File: src/rtl/issue_queue.sv
`default_nettype none
// issue_queue: circular fetch-to-issue queue that takes up to two entries per cycle
// and presents the two oldest entries as an in-order issue pair.
module issue_queue #(
    parameter int DEPTH  = 8,
    parameter int PC_W   = 13,
    parameter int INST_W = 32
) (
    input  logic                       CLK,
    input  logic                       NRST,
    input  logic                       f_valid1,
    input  logic                       f_valid2,
    input  logic [PC_W-1:0]            f_pc1,
    input  logic [PC_W-1:0]            f_pc2,
    input  logic [INST_W-1:0]          f_inst1,
    input  logic [INST_W-1:0]          f_inst2,
    output logic                       f_ready,
    output logic                       iss_valid1,
    output logic                       iss_valid2,
    output logic [PC_W-1:0]            iss_pc1,
    output logic [PC_W-1:0]            iss_pc2,
    output logic [INST_W-1:0]          iss_inst1,
    output logic [INST_W-1:0]          iss_inst2,
    input  logic [1:0]                 iss_consume,
    input  logic                       stall,
    input  logic                       flush,
    output logic [$clog2(DEPTH):0]     count,
    output logic                       ovf_err
);

    localparam int AW = $clog2(DEPTH);
    localparam int CW = AW + 1;

    logic [PC_W-1:0]   pc_q   [DEPTH];
    logic [INST_W-1:0] inst_q [DEPTH];

    logic [AW-1:0] rd_ptr_q, rd_ptr_d;
    logic [AW-1:0] wr_ptr_q, wr_ptr_d;
    logic [CW-1:0] count_q,  count_d;
    logic          ovf_q,    ovf_d;

    logic [1:0]    enq_req;
    logic [1:0]    enq_n;
    logic [1:0]    cons;
    logic [1:0]    deq_n;
    logic [AW-1:0] rd_ptr2;
    logic [AW-1:0] wr_ptr2;

    always_comb begin
        f_ready  = (count_q <= CW'(DEPTH - 2));
        enq_req  = {1'b0, f_valid1} + {1'b0, f_valid1 & f_valid2};
        enq_n    = f_ready ? enq_req : 2'd0;
        cons     = (iss_consume == 2'd3) ? 2'd2 : iss_consume;
        // Retire never exceeds what is actually present.
        if (stall)
            deq_n = 2'd0;
        else if (CW'(cons) > count_q)
            deq_n = count_q[1:0];
        else
            deq_n = cons;
        rd_ptr2  = rd_ptr_q + AW'(1);
        wr_ptr2  = wr_ptr_q + AW'(1);

        rd_ptr_d = rd_ptr_q + AW'(deq_n);
        wr_ptr_d = wr_ptr_q + AW'(enq_n);
        count_d  = count_q + CW'(enq_n) - CW'(deq_n);
        ovf_d    = ovf_q | (~flush & (enq_req != 2'd0) & ~f_ready);
        if (flush) begin
            rd_ptr_d = '0;
            wr_ptr_d = '0;
            count_d  = '0;
        end
    end

    always_ff @(posedge CLK or negedge NRST) begin
        if (!NRST) begin
            rd_ptr_q <= '0;
            wr_ptr_q <= '0;
            count_q  <= '0;
            ovf_q    <= 1'b0;
        end else begin
            rd_ptr_q <= rd_ptr_d;
            wr_ptr_q <= wr_ptr_d;
            count_q  <= count_d;
            ovf_q    <= ovf_d;
        end
    end

    // Payload storage carries no reset; validity is tracked by count_q alone.
    always_ff @(posedge CLK) begin
        if (!flush && enq_n != 2'd0) begin
            pc_q[wr_ptr_q]   <= f_pc1;
            inst_q[wr_ptr_q] <= f_inst1;
            if (enq_n == 2'd2) begin
                pc_q[wr_ptr2]   <= f_pc2;
                inst_q[wr_ptr2] <= f_inst2;
            end
        end
    end

    always_comb begin
        iss_valid1 = (count_q != '0);
        iss_valid2 = (count_q >= CW'(2));
        iss_pc1    = iss_valid1 ? pc_q[rd_ptr_q]   : '0;
        iss_inst1  = iss_valid1 ? inst_q[rd_ptr_q] : '0;
        iss_pc2    = iss_valid2 ? pc_q[rd_ptr2]    : '0;
        iss_inst2  = iss_valid2 ? inst_q[rd_ptr2]  : '0;
        count      = count_q;
        ovf_err    = ovf_q;
    end

endmodule
`default_nettype wire

File: config.mk
export PLATFORM = sky130hd
export DESIGN_NAME = issue_queue
export DESIGN_NICKNAME = d
export VERILOG_FILES = /design/src/rtl/issue_queue.sv
export SDC_FILE = /design/constraint.sdc
export NUM_CORES = 1
export LEC_CHECK = 0
export CORE_ASPECT_RATIO = 1.25
export CORE_UTILIZATION = 48
export DETAILED_ROUTE_END_ITERATION = 7
export PLACE_DENSITY = 0.71
export SETUP_SLACK_MARGIN = 0.3
export SLEW_MARGIN = 20
export SYNTH_ARGS = -nofsm -noshare
export SYNTH_HDL_FRONTEND = slang
export SYNTH_SLANG_ARGS = --single-unit
File: constraint.sdc
create_clock -name CLK -period 3.7 [get_ports CLK]
set_input_delay 0.555 -clock CLK [delete_from_list [all_inputs] [get_ports CLK]]
set_output_delay 0.555 -clock CLK [all_outputs]
set_load 0.01 [all_outputs]
==> flow_metrics.tcl <==
set metrics [dict create \
    status "complete, no violations" \
    ys_types 45 \
    setup_viol 0 \
    synthArstFlopShare_pct 2.96 \
    r2r_start "count[1]$_DFF_PN0_" \
    antenna_left 0 \
    synthesis.area_sq_mm 0.0229 \
    initial_core_util_pct 48.6 \
    drive_gt1_share_pct 38.7 \
    synth.net_count 1790 \
    rows 89 \
    cp.required_ns 3.14 \
    routed_wl_microns 73800 \
    multi_input_area_sq_mm 0.0117 \
    min_path_type "in2async" \
    antenna_found_initial 6 \
    nNetsFinal 2035 \
    critPathBufInv 5 \
    hold_viol 0 \
    final_common_cell "edfxtp_1" \
    crit_top_cell "buf_4" \
    root_buffer "clkbuf_16" \
    clock_latency_ns 0.55 \
    port_buffers 195 \
    drv_slew 0 \
    cp_top_family "buffers and inverters" \
    cap_violations 0 \
    worstPathArrival_ns 3.03 \
    power_leakage_uw 0.0102 \
    max_stage_delay_ns 0.53 \
    skew_ns 0.0204 \
    core_area_sq_mm 0.0471 \
    track_usage_pct 29.6 \
    criticalPathCategory "reg2out" \
    grt-ovfl-total 0 \
    first_pass_iters 5 \
    r2r_end "count[3]$_DFF_PN0_" \
    place.gp.congestion 0.822 \
    fmax_mhz 279 \
    fillerInstances 3499 \
    worst_slew_pin_slew_ns 0.648 \
    cp-end-kind "output pin" \
    holdWs_ns 0.380 \
    drt_iter0_drc 1547 \
    final_core_util_pct 61.2 \
    die_y_microns 246 \
    final.min_clock_period_ns 3.59 \
    rsz0062_at_grt "true" \
    vdd.ir_drop.worst_mv 0.516 \
    synthCells 1675 \
    crit_path_max_fanout 25 \
    cts_buffers 40 \
    dp_hpwl_microns 42200 \
    ios 196 \
    final_cell_mix "360 x edfxtp_1, 348 x mux2_2, 143 x nor2b_1, 136 x mux2i_1, 114 x clkdlybuf4s50_1" \
    area_delta_synth_final_pct 25.9 \
    grt_first_pass_wirelength_microns 107000 \
    synth_ff_type "edfxtp_1" \
    htreeDepth 2 \
    ff2ff_setup_slack_ns 0.58 \
    first_global_vias 17400 \
    synth_edf_count 360 \
    rr_worst_depth 13 \
    vias 16800 \
    power.density_mw_per_mm2 589 \
    synth_warnings 0 \
    relSlewSlack_pct 56.7 \
    tritoncts "done" \
    yosysSeqAreaShare_pct 48.4 \
    final.period_utilization_pct 96.9 \
    viasPerCell 6.48 \
    die_area_sq_mm 0.0486 \
    worstSetupStartpointType "register" \
    clock-sinks 371 \
    path_cells "ha_4 > buf_12 > buf_4 > buf_16 > nor2b_1 > a211oi_1 > a2111oi_2 > buf_4 > clkdlybuf4s50_1" \
    syn_area_per_cell_sq_um 13.7 \
    wire_per_inst_microns 28.4 \
    cts.path.max_buffers 3 \
    cts_hold_buf 0 \
    clk_pin_slew_ns 0.06 \
    drc 0 \
    worst_path_max_delay_cell "clkdlybuf4s50_1" \
    finalSetupTns_ns 0 \
    regArea_sq_mm 0.0111 \
    grt_max_degree 54 \
    die_x_microns 197 \
    synth-seq-cells 371 \
]
stage by stage:
stage	setup slack (ns)	total power, uW	cells	instance area (sq um)
CTS	0.0257	16600	2576	28200
global placement	0.0680	11900	2465	26100
finish	0.114	17000	2594	28800
global route	0.0626	17600	2594	28800
detailed placement	0.0636	12000	2465	26100
floorplan	0.570	8650	1675	22900
how the worst max path moves through the flow:
stage                                      from                endpoint  slack [ns]  cells after the start
after global routing      rd_ptr_q[0]$_DFF_PN0_           iss_inst2[31]        0.06                      9
final                     rd_ptr_q[0]$_DFF_PN0_           iss_inst2[31]        0.11                      9
after detailed placement  rd_ptr_q[0]$_DFF_PN0_           iss_inst2[24]        0.06                      7
after CTS                 rd_ptr_q[0]$_DFF_PN0_           iss_inst2[24]        0.03                      8
after global placement    rd_ptr_q[0]$_DFF_PN0_           iss_inst2[24]        0.07                      7
after floorplan           wr_ptr_q[0]$_DFF_PN0_  inst_q[1][0]$_DFFE_PP_        0.57                      5
registers in the layout, indices dropped and copies added (netlist names):
register,cells
inst_q,256
pc_q,104
count,4
rd_ptr_q,3
wr_ptr_q,3
ovf_err,1
synthesized netlist by cell type (all sizes together), types with 3 or more instances:
cell type,instances,area share [%]
xor2,3,0.15
nor2b,145,4.0
nand2b,7,0.19
clkbuf,52,0.85
mux2i,136,5.9
inv,14,0.23
a2111oi,90,3.4
nand4,4,0.37
a22o,45,1.7
nor2,17,0.41
and2,4,0.11
nor4,45,1.2
edfxtp,360,47
nand2,7,0.13
fa,4,0.35
ha,13,0.71
nand3,10,0.24
o22ai,45,1.2
a21oi,7,0.15
mux2,451,23
a211oi,90,3.0
dfrtp,11,1.2
buf,96,3.1
xnor2,5,0.22
nor3,3,0.11
cell type report:
class	instances	share of cell area [%]
inverters	14	0.182
repair buffers	350	13.9
well taps	637	2.76
diodes	6	0.0521
clock buffers	47	3.56
multi-input cells	1143	40.5
clock inverters	26	0.647
flip-flops and latches	371	38.5
metal layers:
| layer | vias to the layer above | part of all wire, % | global-route usage [%] |
|---|---|---|---|
| met4 | 0 | 4.8 | 14.6 |
| met2 | 836 | 49 | 51.3 |
| met5 | - | 0 | 0 |
| li1 | 7216 | - | - |
| met3 | 212 | 7.8 | 3.83 |
| met1 | 8554 | 38 | 36.3 |
cell families (layout without fill, tap and decap cells):
family          after synthesis  in the layout  share of synthesized area [%]
mux                         587            587                           29.3
xor+xnor                      8              8                          0.372
simple gates                246            247                           6.87
fa+ha+maj                    17             17                           1.06
compound gates              284            284                           9.74
buf+inv                     162            437                           4.18
other cells                   0              6                              0
flops                       371            371                           48.4
repair_timing:
action / in CTS / in global routing
cloned: 9 / 4
gates resized for setup: 168 / 122
endpoints found under the setup margin: 91 / 67
pin swaps: 19 / 16
buffers inserted: 29 / 8
where the power goes:
group | total (uW) | leakage (uW) | internal [uW] | switching, uW
clock network | 3800 | 0.000595 | 2130 | 1670
logic | 8190 | 0.00625 | 3960 | 4230
registers | 5000 | 0.00339 | 4870 | 130
Note: power is estimated with default switching activity, not from simulation.
